### config.mk
export PLATFORM = sky130hd
export DESIGN_NAME = xgmii_tlp_rx
export DESIGN_NICKNAME = d
export VERILOG_FILES = /design/src/rtl/xgmii_tlp_rx_pkg.sv /design/src/rtl/xgmii_tlp_rx_align.sv /design/src/rtl/xgmii_tlp_rx.sv
export SDC_FILE = /design/constraint.sdc
export NUM_CORES = 1
export LEC_CHECK = 0
export ABC_AREA = 1
export BUFFER_PORTS_ARGS = -buffer_cell sky130_fd_sc_hd__buf_2
export CORE_UTILIZATION = 40
export CTS_CLUSTER_DIAMETER = 200
export DETAILED_ROUTE_END_ITERATION = 16
export GPL_TIMING_DRIVEN = 1
export PLACE_DENSITY = 0.75
export SYNTH_ARGS = -nofsm -noshare
export SYNTH_HDL_FRONTEND = slang
export SYNTH_HIERARCHICAL = 1
export SYNTH_SLANG_ARGS = --single-unit
### constraint.sdc
create_clock -name xgmii_clk -period 6.05 [get_ports xgmii_clk]
set_clock_uncertainty 0.1 [all_clocks]
set_input_delay 0.3025 -clock xgmii_clk [delete_from_list [all_inputs] [get_ports xgmii_clk]]
set_output_delay 0.3025 -clock xgmii_clk [all_outputs]
set_load 0.02 [all_outputs]
### src/rtl/xgmii_tlp_rx_pkg.sv
// Shared tags, XGMII constants, FSM states and TLP length arithmetic for the
// XGMII PCIe-over-UDP receive engine.
package xgmii_tlp_pkg;

  typedef enum logic [2:0] {
    ST_IDLE,
    ST_HEAD,
    ST_TLP1,
    ST_TLP2,
    ST_SKIP,
    ST_GAP
  } state_e;

  localparam logic [7:0] TAG_START   = 8'h0D;
  localparam logic [7:0] TAG_MID     = 8'h0C;
  localparam logic [7:0] TAG_END2    = 8'h0E;
  localparam logic [7:0] TAG_END1    = 8'h06;
  localparam logic [7:0] TAG_ABORT   = 8'h10;
  localparam logic [7:0] XGMII_START = 8'hFB;

  localparam int unsigned N_CNT      = 5;
  localparam int unsigned CNT_FRAMES = 0;
  localparam int unsigned CNT_ACCEPT = 1;
  localparam int unsigned CNT_FILT   = 2;
  localparam int unsigned CNT_FULL   = 3;
  localparam int unsigned CNT_ABORT  = 4;

  // DWs still to come after the 2-DW start word; a zero Length field means 1024
  function automatic logic [10:0] tlp_rem(input logic has_data,
                                          input logic hdr_4dw,
                                          input logic [9:0] len);
    logic [10:0] l;
    logic [10:0] tot;
    l   = (len == 10'd0) ? 11'd1024 : {1'b0, len};
    tot = 11'd3 + {10'd0, hdr_4dw} + (has_data ? l : 11'd0);
    return tot - 11'd2;
  endfunction

endpackage

### src/rtl/xgmii_tlp_rx_align.sv
// Lane-4 start realignment: splices the previous upper half under the current
// lower half so lane 0 of the output is always the first byte of the frame.
module xgmii_lane_align (
  input  logic        clk_i,
  input  logic        rst_i,
  input  logic        align_i,
  input  logic [63:0] rxd_i,
  input  logic [7:0]  rxc_i,
  output logic [63:0] rxd_o,
  output logic [7:0]  rxc_o
);

  logic [31:0] prev_dat_q;
  logic [3:0]  prev_ctl_q;

  always_ff @(posedge clk_i) begin
    if (rst_i) begin
      prev_dat_q <= '0;
      prev_ctl_q <= '0;
    end else begin
      prev_dat_q <= rxd_i[63:32];
      prev_ctl_q <= rxc_i[7:4];
    end
  end

  always_comb begin
    if (align_i) begin
      rxd_o = {rxd_i[31:0], prev_dat_q};
      rxc_o = {rxc_i[3:0], prev_ctl_q};
    end else begin
      rxd_o = rxd_i;
      rxc_o = rxc_i;
    end
  end

endmodule

### src/rtl/xgmii_tlp_rx.sv
// XGMII receive engine: filters UDP-tunnelled frames and writes the carried
// PCIe TLPs as tagged 72-bit words into the downstream FIFO.
module xgmii_tlp_rx
  import xgmii_tlp_pkg::*;
#(
  parameter logic [15:0] UDP_PORT  = 16'd3422,
  parameter logic [31:0] MAGIC     = 32'h4950_4E41,
  parameter logic [3:0]  GAP       = 4'h5,
  parameter bit          CHECK_DST = 1'b1,
  parameter int          CNT_W     = 16
) (
  input  logic             xgmii_clk,
  input  logic             sys_rst,
  input  logic [7:0]       xgmii_rxc,
  input  logic [63:0]      xgmii_rxd,
  input  logic [47:0]      if_macaddr,
  input  logic [31:0]      if_v4addr,
  input  logic             prog_full,
  output logic [71:0]      din,
  output logic             wr_en,
  output logic [CNT_W-1:0] cnt_frames,
  output logic [CNT_W-1:0] cnt_accept,
  output logic [CNT_W-1:0] cnt_filt,
  output logic [CNT_W-1:0] cnt_full,
  output logic [CNT_W-1:0] cnt_abort,
  output logic [7:0]       tlp_count
);

  state_e      state_q, state_d;
  logic        align_q, align_d;
  logic        pre_q, pre_d;
  logic [2:0]  idx_q, idx_d;
  logic        ok_q, ok_d;
  logic [10:0] rem_q, rem_d;
  logic [3:0]  gap_q, gap_d;
  logic [71:0] din_q, din_d;
  logic        wr_en_q, wr_en_d;
  logic [7:0]  tlp_q;
  logic        tlp_inc;
  logic [N_CNT-1:0] cnt_inc;
  logic [CNT_W-1:0] cnt_q [N_CNT];

  logic [63:0] ad;
  logic [7:0]  ac;
  logic        sop0, sop4, anyc, field_ok;
  logic [10:0] rem_new;

  xgmii_lane_align u_align (
    .clk_i   (xgmii_clk),
    .rst_i   (sys_rst),
    .align_i (align_q),
    .rxd_i   (xgmii_rxd),
    .rxc_i   (xgmii_rxc),
    .rxd_o   (ad),
    .rxc_o   (ac)
  );

  // Per-word header field check on the aligned stream; wire order is big-endian
  always_comb begin
    sop0     = xgmii_rxc[0] && (xgmii_rxd[7:0] == XGMII_START);
    sop4     = xgmii_rxc[4] && (xgmii_rxd[39:32] == XGMII_START);
    anyc     = |ac;
    rem_new  = tlp_rem(ad[30], ad[29], ad[9:0]);
    field_ok = 1'b1;
    unique case (idx_q)
      3'd0: if (CHECK_DST)
              field_ok = {ad[7:0], ad[15:8], ad[23:16], ad[31:24], ad[39:32], ad[47:40]}
                         == if_macaddr;
      3'd1: field_ok = {ad[39:32], ad[47:40]} == 16'h0800;
      3'd2: field_ok = ad[63:56] == 8'h11;
      3'd3: if (CHECK_DST) field_ok = {ad[55:48], ad[63:56]} == if_v4addr[31:16];
      3'd4: field_ok = ({ad[39:32], ad[47:40]} == UDP_PORT) &&
                       (!CHECK_DST || ({ad[7:0], ad[15:8]} == if_v4addr[15:0]));
      3'd5: field_ok = {ad[23:16], ad[31:24], ad[39:32], ad[47:40]} == MAGIC;
      default: field_ok = 1'b1;
    endcase
  end

  always_ff @(posedge xgmii_clk) begin
    if (sys_rst) begin
      state_q <= ST_IDLE;
      align_q <= 1'b0;
      pre_q   <= 1'b0;
      idx_q   <= '0;
      ok_q    <= 1'b0;
      rem_q   <= '0;
      gap_q   <= '0;
      din_q   <= '0;
      wr_en_q <= 1'b0;
      tlp_q   <= '0;
      for (int unsigned i = 0; i < N_CNT; i++) cnt_q[i] <= '0;
    end else begin
      state_q <= state_d;
      align_q <= align_d;
      pre_q   <= pre_d;
      idx_q   <= idx_d;
      ok_q    <= ok_d;
      rem_q   <= rem_d;
      gap_q   <= gap_d;
      din_q   <= din_d;
      wr_en_q <= wr_en_d;
      if (tlp_inc) tlp_q <= tlp_q + 8'd1;
      for (int unsigned i = 0; i < N_CNT; i++)
        if (cnt_inc[i] && !(&cnt_q[i])) cnt_q[i] <= cnt_q[i] + CNT_W'(1);
    end
  end

  // pre_q skips the aligned preamble word that a lane-4 start produces
  always_comb begin
    state_d = state_q;
    align_d = align_q;
    pre_d   = pre_q;
    idx_d   = idx_q;
    ok_d    = ok_q;
    rem_d   = rem_q;
    gap_d   = gap_q;
    unique case (state_q)
      ST_IDLE: begin
        if (sop0 || sop4) begin
          state_d = ST_HEAD;
          align_d = !sop0;
          pre_d   = !sop0;
          idx_d   = '0;
          ok_d    = 1'b1;
        end
      end
      ST_HEAD: begin
        if (pre_q) begin
          pre_d = 1'b0;
        end else if (anyc) begin
          state_d = ST_IDLE;
          align_d = 1'b0;
        end else if (idx_q == 3'd5) begin
          state_d = (!(ok_q && field_ok) || prog_full) ? ST_SKIP : ST_TLP1;
        end else begin
          idx_d = idx_q + 3'd1;
          ok_d  = ok_q && field_ok;
        end
      end
      ST_TLP1: begin
        if (anyc) begin
          state_d = ST_GAP;
          gap_d   = GAP;
        end else if (rem_new != '0) begin
          state_d = ST_TLP2;
          rem_d   = rem_new;
        end
      end
      ST_TLP2: begin
        if (anyc) begin
          state_d = ST_GAP;
          gap_d   = GAP;
        end else if (rem_q == 11'd2 || rem_q == 11'd1) begin
          state_d = ST_TLP1;
        end else begin
          rem_d = rem_q - 11'd2;
        end
      end
      ST_SKIP: begin
        if (anyc) begin
          state_d = ST_IDLE;
          align_d = 1'b0;
        end
      end
      ST_GAP: begin
        if (gap_q == '0) begin
          state_d = ST_IDLE;
          align_d = 1'b0;
        end else begin
          gap_d = gap_q - 4'd1;
        end
      end
      default: begin
        state_d = ST_IDLE;
        align_d = 1'b0;
      end
    endcase
  end

  always_comb begin
    din_d   = '0;
    wr_en_d = 1'b0;
    cnt_inc = '0;
    tlp_inc = 1'b0;
    unique case (state_q)
      ST_IDLE: if (sop0 || sop4) cnt_inc[CNT_FRAMES] = 1'b1;
      ST_HEAD: begin
        if (!pre_q) begin
          if (anyc) cnt_inc[CNT_FILT] = 1'b1;
          else if (idx_q == 3'd5) begin
            if (!(ok_q && field_ok)) cnt_inc[CNT_FILT]   = 1'b1;
            else if (prog_full)      cnt_inc[CNT_FULL]   = 1'b1;
            else                     cnt_inc[CNT_ACCEPT] = 1'b1;
          end
        end
      end
      ST_TLP1: begin
        if (!anyc) begin
          wr_en_d = 1'b1;
          if (rem_new == '0) begin
            din_d   = {TAG_END2, ad};
            tlp_inc = 1'b1;
          end else begin
            din_d = {TAG_START, ad};
          end
        end
      end
      ST_TLP2: begin
        wr_en_d = 1'b1;
        if (anyc) begin
          din_d              = {TAG_ABORT, 64'h0};
          cnt_inc[CNT_ABORT] = 1'b1;
        end else if (rem_q == 11'd2) begin
          din_d   = {TAG_END2, ad};
          tlp_inc = 1'b1;
        end else if (rem_q == 11'd1) begin
          din_d   = {TAG_END1, ad};
          tlp_inc = 1'b1;
        end else begin
          din_d = {TAG_MID, ad};
        end
      end
      ST_GAP:  wr_en_d = 1'b1;
      default: wr_en_d = 1'b0;
    endcase
  end

  assign din        = din_q;
  assign wr_en      = wr_en_q;
  assign tlp_count  = tlp_q;
  assign cnt_frames = cnt_q[CNT_FRAMES];
  assign cnt_accept = cnt_q[CNT_ACCEPT];
  assign cnt_filt   = cnt_q[CNT_FILT];
  assign cnt_full   = cnt_q[CNT_FULL];
  assign cnt_abort  = cnt_q[CNT_ABORT];

endmodule

Word-level counts from Yosys, hierarchy flattened
Memory sizes are Yosys's and may differ from the RTL's.
Index checks and enable logic that the tools add are counted.
{"block": "word_totals", "regBits": 141, "mem_bits_rw": 80, "inputBits": 155, "out_inout_bits": 161, "wordCells": 201, "memories": 1}
{"memory": "cnt_q", "words": 5, "width": 16, "read_ports": 5, "rd_clocked_by_memory_dff": 0, "write_ports": 5, "line": "xgmii_tlp_rx.sv:41", "rtl": "logic [CNT_W-1:0] cnt_q [N_CNT];"}
{"block": "op_classes", "add_sub_neg": 12, "eq_ne": 36, "muxes": 92, "bitwise_logic": 6, "n_reduce_logical": 42}
{"op": "two-way mux 68 bit", "n": 3}
{"op": "one-hot mux 69 bit (2 select lines)", "n": 1}
{"op": "adder 16 x 1 -> 16 bit (second input constant)", "n": 5}
{"op": "two-way mux 16 bit", "n": 5}
{"op": "AND reduction 16 bit", "n": 5}
{"op": "two-way mux 69 bit", "n": 1}
{"op": "two-way mux 11 bit", "n": 6}
{"op": "two-way mux 66 bit", "n": 1}
{"op": "two-way mux 64 bit", "n": 1}
{"op": "two-way mux 3 bit", "n": 18}
{"op": "equality test 48 bit", "n": 1}
{"op": "two-way mux 1 bit", "n": 43}
{"op": "equality test 16 x 12 -> 1 bit (second input constant)", "n": 2}
{"op": "equality test 16 bit", "n": 2}
{"op": "equality test 32 x 31 -> 1 bit (second input constant)", "n": 1}
{"op": "!= test 2 bit (second input constant)", "n": 11}
{"op": "one-hot mux 11 bit (2 select lines)", "n": 1}
{"op": "subtractor 11 x 2 -> 11 bit (second input constant)", "n": 2}
{"op": "one-hot mux 3 bit (6 select lines)", "n": 1}
{"op": "equality test 8 bit (second input constant)", "n": 2}
{"op": "equality test 3 x 2 -> 1 bit (second input constant)", "n": 4}
{"op": "equality test 3 bit (second input constant)", "n": 4}
{"op": "adder 3 x 11 -> 11 bit", "n": 1}
{"op": "equality test 11 x 1 -> 1 bit (second input constant)", "n": 1}
{"op": "other kinds (34)", "n": 66}

Depth between registers and ports, before layout
Gate-level depths: netlist of run 1.
{"block": "depth", "ltp_word": 15, "depth_mapped": 25}

Cells and area by module
Netlist of run 1, hierarchy kept.
{"module": "xgmii_tlp_rx", "n_inst": 1, "cells_each": 1422, "area_per_inst_um2": 10390.0, "seq_area_each_um2": 4444.3}
{"module": "xgmii_lane_align", "n_inst": 1, "cells_each": 344, "area_per_inst_um2": 1973.1, "seq_area_each_um2": 720.7}

Least setup slack after synthesis of run 1
No wires, ideal clock.
{"block": "synth_path", "kind": "reg2reg", "from": "register align_q", "to": "register rem_q[2]", "arrival_ns": 2.774, "required_ns": 5.834, "path_slack_ns": 3.060, "stages_incl_launch_ff": 23, "synth_period_minus_slack_ns": 2.990, "path_cell_list": "dfxtp_1 -> buf_6 -> inv_6 -> buf_6 -> nand2_1 -> nand2_1 -> buf_6 -> nand2_1 -> ha_1 -> inv_1 -> ha_1 -> inv_1 -> nor3_2 -> nand2_2 -> nor2_4 -> xor2_2 -> nand3_2 -> nor2_4 -> nand2_2 -> nand2_4 -> inv_2 -> o21ai_0 -> nor2_1"}
{"block": "synth_via", "word_cells_on_any_way": 17}
{"item": "start: declaration", "line": "xgmii_tlp_rx.sv:30", "rtl": "logic align_q, align_d;"}
{"item": "start signal: assignment", "line": "xgmii_tlp_rx.sv:94", "rtl": "align_q <= align_d;"}
{"item": "two-way mux 64 bit *", "line": "xgmii_tlp_rx_align.sv:27", "rtl": "if (align_i) begin"}
{"item": "net ad[30]", "line": "xgmii_tlp_rx.sv:43", "rtl": "logic [63:0] ad;"}
{"item": "two-way mux 11 bit *", "line": "xgmii_tlp_rx_pkg.sv:35", "rtl": "tot = 11'd3 + {10'd0, hdr_4dw} + (has_data ? l : 11'd0);"}
{"item": "adder 3 x 11 -> 11 bit *", "line": "xgmii_tlp_rx_pkg.sv:35"}
{"item": "subtractor 11 x 2 -> 11 bit *", "line": "xgmii_tlp_rx_pkg.sv:36", "rtl": "return tot - 11'd2;"}
{"item": "nonzero test 11 bit / two-way mux 11 bit (equally long branches)", "line": "xgmii_tlp_rx.sv:144", "rtl": "end else if (rem_new != '0) begin"}
{"item": "!= test 2 bit (no line) / two-way mux 11 bit (equally long branches)"}
{"item": "AND reduction 5 bit (no line) / one-hot mux 11 bit (2 select lines) (equally long branches)"}
{"item": "end signal: assignment", "line": "xgmii_tlp_rx.sv:98", "rtl": "rem_q <= rem_d;"}
{"item": "end: declaration", "line": "xgmii_tlp_rx.sv:34", "rtl": "logic [10:0] rem_q, rem_d;"}
The timed path passes the listed nets; every way through them passes the cells marked *. The select of a mux whose other input is x is not followed.
A chain may end at the register's enable or synchronous reset.

==> impl_metrics.env, run 1 <==
export IMPL_outcome="finished clean"
export IMPL_grt_max_degree=74
export IMPL_path_class="flop to flop"
export IMPL_cp_start_kind="flop"
export IMPL_drt_wirelength_per_cell_um=14.7
export IMPL_antenna_found_initial=3
export IMPL_clk_pin_slew_ns=0.06
export IMPL_setup_viol=0
export IMPL_cts_root_buffer="clkbuf_16"
export IMPL_fin_crit_sh=0.697
export IMPL_holdWs_ns=0.0685
export IMPL_design_area_um2=15200
export IMPL_tns_ns=0
export IMPL_seq_area_frac_synth=0.418
export IMPL_post_route_util=0.499
export IMPL_synthArstFlopShare=0
export IMPL_grt_use_total=0.228
export IMPL_cts_buffers=25
export IMPL_arrival_ns=4.40
export IMPL_numClockSinks=218
export IMPL_fp_dieArea_um2=31600
export IMPL_grt_ovfl_total=0
export IMPL_mappedNetlistArea_um2=12400
export IMPL_cp_end_kind="flop"
export IMPL_num_io_pins=316
export IMPL_dr_pass1_iters=6
export IMPL_grt_pass1_wl_um=57500
export IMPL_start_util=0.405
export IMPL_syn_area_per_cell_um2=7.00
export IMPL_ys_ff_latch=218
export IMPL_syn_to_final_growth_pct=23.2
export IMPL_cts_repair_resized=0
export IMPL_multi_input_area_um2=5650
export IMPL_p_leak_nw=8.43
export IMPL_finalMaxSlewViolations=0
export IMPL_die_height_um=178
export IMPL_ys_warn_count=6
export IMPL_drv_cap=0
export IMPL_core_um2=30500
export IMPL_drc=0
export IMPL_mostFrequentLayoutCells="544 x nand2_1, 312 x inv_1, 312 x buf_2"
export IMPL_cts_tree="done"
export IMPL_fin_crit_ns=4.22
export IMPL_fill_cells=2961
export IMPL_synth_edf_count=80
export IMPL_rsz0062_at_grt="no"
export IMPL_slew_headroom=0.441
export IMPL_final_hold_viol_count=0
export IMPL_dp_hpwl_um=27500
export IMPL_die_x_um=178
export IMPL_pwr_density_cell_nw_per_um2=293
export IMPL_num_nets_final=2271
export IMPL_fmax_ghz=0.237
export IMPL_place_gp_congestion=0.958
export IMPL_crit_top_cell="nand2_1"
export IMPL_regArea_um2=5170
export IMPL_syn_inst=1766
export IMPL_vias_per_cell=4.78
export IMPL_cp_cell_sequence="buf_4 -> nand2_1 -> nand2_1 -> inv_1 -> nand2_1 -> nand2_1 -> nor2_1 -> nand2_1 -> nor2_1 -> nand3_1 -> nand2_1 -> nor2_1 -> nand2_1 -> nand3_1 -> nand2_1 -> nand4_4 -> buf_4 -> nand2_1 -> inv_1"
export IMPL_min_path_type="primary input to flop"
export IMPL_max_stage_delay_ns=0.60
export IMPL_ir_drop_v=0.000176
export IMPL_crit_slowest_cell="buf_4"
export IMPL_finalWirelength_um=37000
export IMPL_tightest_slew_ns=0.835
export IMPL_vias=12022
export IMPL_final_common_cell="nand2_1"
export IMPL_placed_area_um2=14100
export IMPL_synth_cell_type_count=46
export IMPL_required_ns=6.24
export IMPL_grt_pass1_vias=11273
export IMPL_initialDrtViolationCount=1140
export IMPL_post_place_ws_ns=1.87
export IMPL_h_tree_depth=1
export IMPL_power_total_mw=4.46
export IMPL_cts_buffer_depth=3
export IMPL_layout_drive_gt1_share=0.186
export IMPL_placedCellCount=2434
export IMPL_path_max_fanout=73
export IMPL_fin_ws_ns=1.83
export IMPL_io_buffers=312
export IMPL_clock_latency_ns=0.53
export IMPL_synth_ff_type="dfxtp_1"
export IMPL_final_antenna_net_count=0
export IMPL_fin_cells=2515
export IMPL_std_cell_rows=64
final timing paths:
check,endpoint,from,slack [ns],cells after the start
worst min register to register,gap_q[0],gap_q[0],0.37,1
worst max register to register,cnt_q[0][54],align_q,1.83,19
worst max-delay path,cnt_q[0][54],align_q,1.83,19
worst min-delay path,din[60],xgmii_rxd[28],0.07,5
worst max-delay path: cells and delay by family (launching register included):
kind                   cells  cell delay [ns]
buffers and inverters      4             1.28
and+or+nand+nor           15             2.17
DFF                        1             0.37
cell type report:
cell class,count,share of cell area
antenna,3,0.000493
inverter,318,0.0787
tap,396,0.0325
timing repair buffer,352,0.128
clock inverter,4,0.00156
sequential,218,0.339
clock buffer,38,0.0490
multi-input combinational,1186,0.371
flip-flops by register name, summed over array words and instances (netlist names), 4 cells and up:
name,cells
rem_q,11
u_align/prev_dat_q,32
din,69
gap_q,4
cnt_q,80
u_align/prev_ctl_q,4
tlp_count,8
cells in the mapped netlist (2+ instances only):
cell / instances / share of area
xnor2_1: 38 / 0.027
dfxtp_1: 138 / 0.22
a211oi_1: 3 / 0.0018
inv_1: 313 / 0.095
nor4_1: 4 / 0.0020
xor2_2: 2 / 0.0026
nand3b_1: 5 / 0.0030
a21oi_1: 25 / 0.010
nor3_1: 27 / 0.011
nand4_1: 26 / 0.013
edfxtp_1: 80 / 0.19
nand2_1: 544 / 0.17
nand3_1: 74 / 0.030
a21boi_0: 3 / 0.0018
buf_4: 10 / 0.0061
nor3b_1: 3 / 0.0018
clkbuf_1: 8 / 0.0024
or2_2: 2 / 0.0010
ha_1: 15 / 0.015
nor2_2: 5 / 0.0025
nand2_2: 11 / 0.0056
o21ai_0: 42 / 0.017
nor2_4: 2 / 0.0018
xor2_1: 67 / 0.047
buf_2: 6 / 0.0024
nor3_2: 3 / 0.0024
a31oi_1: 2 / 0.0010
inv_2: 3 / 0.00091
nor2_1: 263 / 0.080
buf_6: 17 / 0.015
and3_1: 2 / 0.0010
nand3_2: 3 / 0.0024
buf_1: 4 / 0.0012
a21oi_2: 4 / 0.0028
cell families after synthesis:
logic type	Yosys count	synth area share
compound gates	85	0.0382
flops	218	0.418
fa+ha+maj	15	0.0152
xor+xnor	107	0.0770
simple gates	976	0.325
buf+inv	364	0.126
other cells	1	0.000303
power breakdown:
part	internal (mW)	switching (mW)	total, mW	leakage [nW]
Sequential	1.64	0.0995	1.74	1.95
Clock	0.844	0.613	1.46	0.383
Combinational	0.388	0.871	1.26	6.09
per-layer routing:
layer  routed length, um  share of wire  GRT usage  up-vias
li1                    -              -          -     6016
met5                   0              0          0        -
met1               16400           0.44      0.308     5479
met4                1150          0.031     0.0762        0
met2               17000           0.46      0.376      447
met3                2400          0.065     0.0278       80
repair_timing:
| action | in CTS | in global routing |
|---|---|---|
| hold endpoints to repair | 36 | 0 |
| endpoints found under the setup margin | 0 | 0 |
| hold buffers | 36 | 0 |
| setup buffers | 0 | 0 |
No activity file was read; power rests on OpenSTA's default activity.
==> run 2, diff against run 1 <==
--- a/config.mk
+++ b/config.mk
@@ -11,7 +11,7 @@
 export CTS_CLUSTER_DIAMETER = 200
 export DETAILED_ROUTE_END_ITERATION = 16
 export GPL_TIMING_DRIVEN = 1
-export PLACE_DENSITY = 0.75
+export PLACE_DENSITY = 0.77
 export SYNTH_ARGS = -nofsm -noshare
 export SYNTH_HDL_FRONTEND = slang
 export SYNTH_HIERARCHICAL = 1
==> constraint.sdc (replaced) <==
create_clock -name xgmii_clk -period 3.5 [get_ports xgmii_clk]
set_clock_uncertainty 0.1 [all_clocks]
set_input_delay 0.175 -clock xgmii_clk [delete_from_list [all_inputs] [get_ports xgmii_clk]]
set_output_delay 0.175 -clock xgmii_clk [all_outputs]
set_load 0.02 [all_outputs]
==> impl_metrics.env, run 2 (synthesis gave the netlist of run 1 again) <==
export IMPL_outcome="finished clean"
export IMPL_holdWs_ns=0.0370
export IMPL_io_buffers=312
export IMPL_clock_latency_ns=0.54
export IMPL_dp_hpwl_um=28400
export IMPL_drc=0
export IMPL_p_leak_nw=8.68
export IMPL_wl_met2_um=17900
export IMPL_finalWirelength_um=38600
export IMPL_cts_setup_buffers=0
export IMPL_cp_end_kind="flop"
export IMPL_post_route_util=0.518
export IMPL_path_depth=18
export IMPL_fmax_ghz=0.303
export IMPL_cts_buffers=27
export IMPL_slew_headroom=0.443
export IMPL_setup_viol=0
export IMPL_post_place_ws_ns=0.251
export IMPL_tightest_slew_ns=0.834
export IMPL_drv_cap=0
export IMPL_fp_dieArea_um2=31600
export IMPL_highest_layer="met4"
export IMPL_ir_drop_v=0.000396
export IMPL_mostFrequentLayoutCells="543 x nand2_1, 312 x inv_1, 312 x buf_2"
export IMPL_min_path_type="primary input to flop"
export IMPL_met1_length_um=16600
export IMPL_die_height_um=178
export IMPL_max_stage_delay_ns=0.41
export IMPL_final_hold_viol_count=0
export IMPL_arrival_ns=3.62
export IMPL_crit_start="align_q"
export IMPL_final_antenna_net_count=0
export IMPL_grt_max_degree=74
export IMPL_die_x_um=178
export IMPL_grt_ovfl_total=0
export IMPL_vias_per_cell=4.83
export IMPL_cp_endpoint="cnt_q[0][59]"
export IMPL_reg2reg_from="align_q"
export IMPL_pwr_density_cell_nw_per_um2=519
export IMPL_antenna_found_initial=5
export IMPL_dr_pass1_iters=8
export IMPL_num_nets_final=2308
export IMPL_drt_wirelength_per_cell_um=15.1
export IMPL_grt_pass1_vias=11405
export IMPL_cts_buffer_depth=3
export IMPL_cp_cell_sequence="clkbuf_16 -> nand2_1 -> nand2_1 -> nor2_1 -> nand2_1 -> nor2_1 -> nand2_1 -> nor2_1 -> nand3_1 -> nand2_1 -> nor2_1 -> nand2_1 -> buf_4 -> nand4_1 -> nand4_4 -> buf_12 -> nand2_1 -> inv_1"
export IMPL_required_ns=3.81
export IMPL_rrSetupSlack_ns=0.20
export IMPL_syn_to_final_growth_pct=27.8
export IMPL_grt_pass1_wl_um=58600
export IMPL_fin_ws_ns=0.197
export IMPL_cts_tree="done"
export IMPL_place_gp_congestion=0.965
export IMPL_holdPathStages=2
export IMPL_clk_pin_slew_ns=0.06
export IMPL_crit_top_cell="nand2_1"
export IMPL_cp_top_family="simple AND/OR/NAND/NOR gates"
export IMPL_rsz0062_at_grt="yes"
export IMPL_path_class="flop to flop"
export IMPL_vias=12379
export IMPL_tns_ns=0
export IMPL_grt_use_total=0.235
export IMPL_worst_r2r_endpoint="cnt_q[0][59]"
export IMPL_cts_root_buffer="clkbuf_16"
export IMPL_fin_crit_ns=3.30
export IMPL_crit_slowest_cell="dfxtp_4"
export IMPL_fin_crit_sh=0.944
export IMPL_finalMaxSlewViolations=0
export IMPL_final_common_cell="nand2_1"
export IMPL_num_io_pins=316
export IMPL_r2r_cells=18
export IMPL_worst_path_buf_inv=4
export IMPL_numClockSinks=218
export IMPL_path_max_fanout=37
export IMPL_core_um2=30500
export IMPL_layout_drive_gt1_share=0.189
export IMPL_start_util=0.405
export IMPL_h_tree_depth=1
export IMPL_wl_met3_um=2490
export IMPL_largest_reg_flops=80
export IMPL_std_cell_rows=64
export IMPL_regMostFlops="cnt_q"
export IMPL_initialDrtViolationCount=975
export IMPL_cp_start_kind="flop"
run 2: worst min path at each step:
stage                             start                      to  slack (ns)
final                           sys_rst                gap_q[1]        0.04
after global routing            sys_rst  u_align/prev_dat_q[18]        0.03
after CTS                  xgmii_rxd[8]                 din[40]       0.006
after detailed placement  xgmii_rxd[58]  u_align/prev_dat_q[26]        0.30
after global placement    xgmii_rxd[48]  u_align/prev_dat_q[16]        0.30
after floorplan            xgmii_rxc[4]   u_align/prev_ctl_q[0]        0.18
run 2: what timing repair did:
| action | in CTS | in global routing |
|---|---|---|
| hold endpoints to repair | 76 | 0 |
| endpoints found under the setup margin | 0 | 70 |
| hold buffers | 59 | 0 |
| gates resized for setup | 0 | 5 |
run 2: power breakdown:
| group | switching [mW] | total (mW) | internal [mW] |
|---|---|---|---|
| clock | 1.12 | 2.89 | 1.77 |
| combinational | 1.53 | 2.28 | 0.756 |
| sequential | 0.183 | 3.03 | 2.84 |
run 2: worst register-to-register path: stages, from the launching register on:
cell,delay (ns)
dfxtp_4,0.41
clkbuf_16,0.24
nand2_1,0.10
nand2_1,0.12
nor2_1,0.16
nand2_1,0.06
nor2_1,0.25
nand2_1,0.10
nor2_1,0.24
nand3_1,0.14
nand2_1,0.10
nor2_1,0.04
nand2_1,0.12
buf_4,0.15
nand4_1,0.18
nand4_4,0.30
buf_12,0.25
nand2_1,0.08
inv_1,0.06
run 2: layout make-up:
type                    count  area, um2
flip-flops and latches    218       5170
multi-input cells        1186       5650
clock inverters            19        216
repair buffers            387       2360
fillers                  2940      14700
inverters                 318       1210
well taps                 396        495
diodes                      6       15.0
clock buffers              31        691
run 2: stage by stage:
step	power (mW)	cells	cell area, um2
after floorplan	4.62	1768	12400
after global placement	5.16	2444	14200
after detailed placement	5.21	2444	14200
after CTS	8.18	2553	15700
after global routing	8.65	2560	15800
final	8.20	2561	15800
run 2: layer usage:
layer,vias up,global-route usage
met5,-,0
met4,0,0.104
li1,6096,-
met1,5693,0.309
met2,478,0.383
met3,112,0.0321
==> run 3, diff against run 2 <==
--- a/config.mk
+++ b/config.mk
@@ -11,6 +11,7 @@
 export CTS_CLUSTER_DIAMETER = 200
 export DETAILED_ROUTE_END_ITERATION = 16
 export GPL_TIMING_DRIVEN = 1
+export HOLD_SLACK_MARGIN = 0.12
 export PLACE_DENSITY = 0.77
 export SYNTH_ARGS = -nofsm -noshare
 export SYNTH_HDL_FRONTEND = slang
==> impl_metrics.env, run 3 (synthesis gave the netlist of run 1 again) <==
export IMPL_placed_area_um2=14200
export IMPL_grt_ovfl_total=0
export IMPL_place_gp_congestion=0.965
export IMPL_core_um2=30500
export IMPL_grt_pass1_wl_um=59200
export IMPL_cp_end_kind="flop"
export IMPL_regMostFlops="cnt_q"
export IMPL_post_route_util=0.529
export IMPL_fp_dieArea_um2=31600
export IMPL_cp_start_kind="flop"
export IMPL_final_hold_viol_count=0
export IMPL_finalWirelength_um=39300
export IMPL_io_buffers=312
export IMPL_cp_cell_sequence="clkinv_8 -> nand2_1 -> nand2_1 -> nor2_1 -> nand2_1 -> nor2_1 -> nand2_1 -> nor2_1 -> nand3_1 -> nand2_1 -> nor2_1 -> nand2_1 -> buf_4 -> nand4_1 -> nand4_4 -> buf_12 -> nand2_1 -> inv_1"
export IMPL_outcome="finished clean"
export IMPL_tightest_slew_ns=0.800
export IMPL_worst_path_buf_inv=4
export IMPL_cp_top_family="simple AND/OR/NAND/NOR gates"
export IMPL_cts_root_buffer="clkbuf_16"
export IMPL_arrival_ns=3.60
export IMPL_start_util=0.405
export IMPL_setup_viol=0
export IMPL_cts_buffer_depth=3
export IMPL_dp_hpwl_um=28400
export IMPL_fin_ws_ns=0.219
export IMPL_grt_max_degree=74
export IMPL_fmax_ghz=0.305
export IMPL_path_max_fanout=37
export IMPL_final_antenna_net_count=0
export IMPL_largest_reg_flops=80
export IMPL_p_leak_nw=8.84
export IMPL_tns_ns=0
export IMPL_fin_crit_sh=0.937
export IMPL_ir_drop_v=0.000400
export IMPL_die_height_um=178
export IMPL_crit_top_cell="nand2_1"
export IMPL_clk_pin_slew_ns=0.06
export IMPL_final_common_cell="nand2_1"
export IMPL_min_path_type="primary input to flop"
export IMPL_die_x_um=178
export IMPL_syn_to_final_growth_pct=30.4
export IMPL_fill_cells=2894
export IMPL_h_tree_depth=1
export IMPL_drt_wirelength_per_cell_um=15.2
export IMPL_required_ns=3.81
export IMPL_fin_crit_ns=3.28
export IMPL_std_cell_rows=64
export IMPL_grt_use_total=0.238
export IMPL_num_io_pins=316
export IMPL_pwr_density_cell_nw_per_um2=512
export IMPL_clock_latency_ns=0.54
export IMPL_path_class="flop to flop"
export IMPL_design_area_um2=16100
export IMPL_numClockSinks=218
export IMPL_drc=0
export IMPL_drv_cap=0
export IMPL_vias=12510
export IMPL_power_total_mw=8.25
export IMPL_max_stage_delay_ns=0.45
export IMPL_antenna_found_initial=4
export IMPL_finalMaxSlewViolations=0
export IMPL_initialDrtViolationCount=1098
export IMPL_vias_per_cell=4.83
export IMPL_cts_buffers=27
export IMPL_crit_slowest_cell="dfxtp_4"
export IMPL_layout_drive_gt1_share=0.186
export IMPL_cts_tree="done"
export IMPL_slew_headroom=0.466
export IMPL_mostFrequentLayoutCells="544 x nand2_1, 312 x inv_1, 312 x buf_2"
export IMPL_rsz0062_at_grt="no"
export IMPL_grt_pass1_vias=11582
export IMPL_dr_pass1_iters=5
export IMPL_num_nets_final=2341
export IMPL_post_place_ws_ns=0.251
[run 3: changes by cell type in the layout (fill, tap and decap cells not counted), sizes merged]
cell	previous run	this run
buf	326	327
diode	6	4
dlygate4sd3	59	90
clkinv	13	14
[run 3: worst min-delay path, delay by kind of cell]
kind / cells / cell delay (ns)
AND/OR/NAND/NOR: 4 / 0.47
buffers and inverters: 1 / 0.16
AO/OA/AOI/OAI: 1 / 0.07
[run 3: report_power, final]
part	leakage (nW)	switching (mW)	internal, mW
combinational	6.45	1.55	0.782
sequential	1.95	0.183	2.84
clock	0.443	1.12	1.77
[run 3: timing repair]
| action | 4_1_cts | 5_1_grt |
|---|---|---|
| hold endpoints to repair | 101 | 0 |
| resized for setup | 0 | 4 |
| hold buffers | 90 | 0 |
| buffers inserted | 0 | 1 |
| setup endpoints to repair | 0 | 87 |
[run 3: final timing paths]
check,start,to,slack [ns],cells after the start
hold reg to reg,gap_q[0],gap_q[0],0.37,1
setup reg to reg,align_q,cnt_q[0][59],0.22,18
setup / recovery,align_q,cnt_q[0][59],0.22,18
hold / removal,xgmii_rxc[0],align_q,0.29,6
[run 3: metal layers]
metal / track usage / up-vias / part of all wire
met5: 0 / - / 0
met4: 0.109 / 0 / 0.046
met3: 0.0302 / 126 / 0.068
met2: 0.388 / 495 / 0.46
met1: 0.313 / 5730 / 0.42
li1: - / 6159 / -
[run 3: stage by stage]
stage | hold WS (ns) | instances
floorplan | 0.182 | 1768
global placement | 0.297 | 2444
detailed placement | 0.303 | 2444
CTS | 0.248 | 2584
global route | 0.298 | 2592
finish | 0.289 | 2592
[run 3: area by class of cell]
cell class	instances	area, um2	share of cell area
diodes	4	10.0	0.000621
well taps	396	495	0.0307
repair buffers	419	2680	0.166
inverters	318	1210	0.0748
multi-input cells	1186	5650	0.351
repair inverters	1	8.76	0.000543
clock inverters	19	216	0.0134
flip-flops and latches	218	5170	0.321
clock buffers	31	691	0.0428
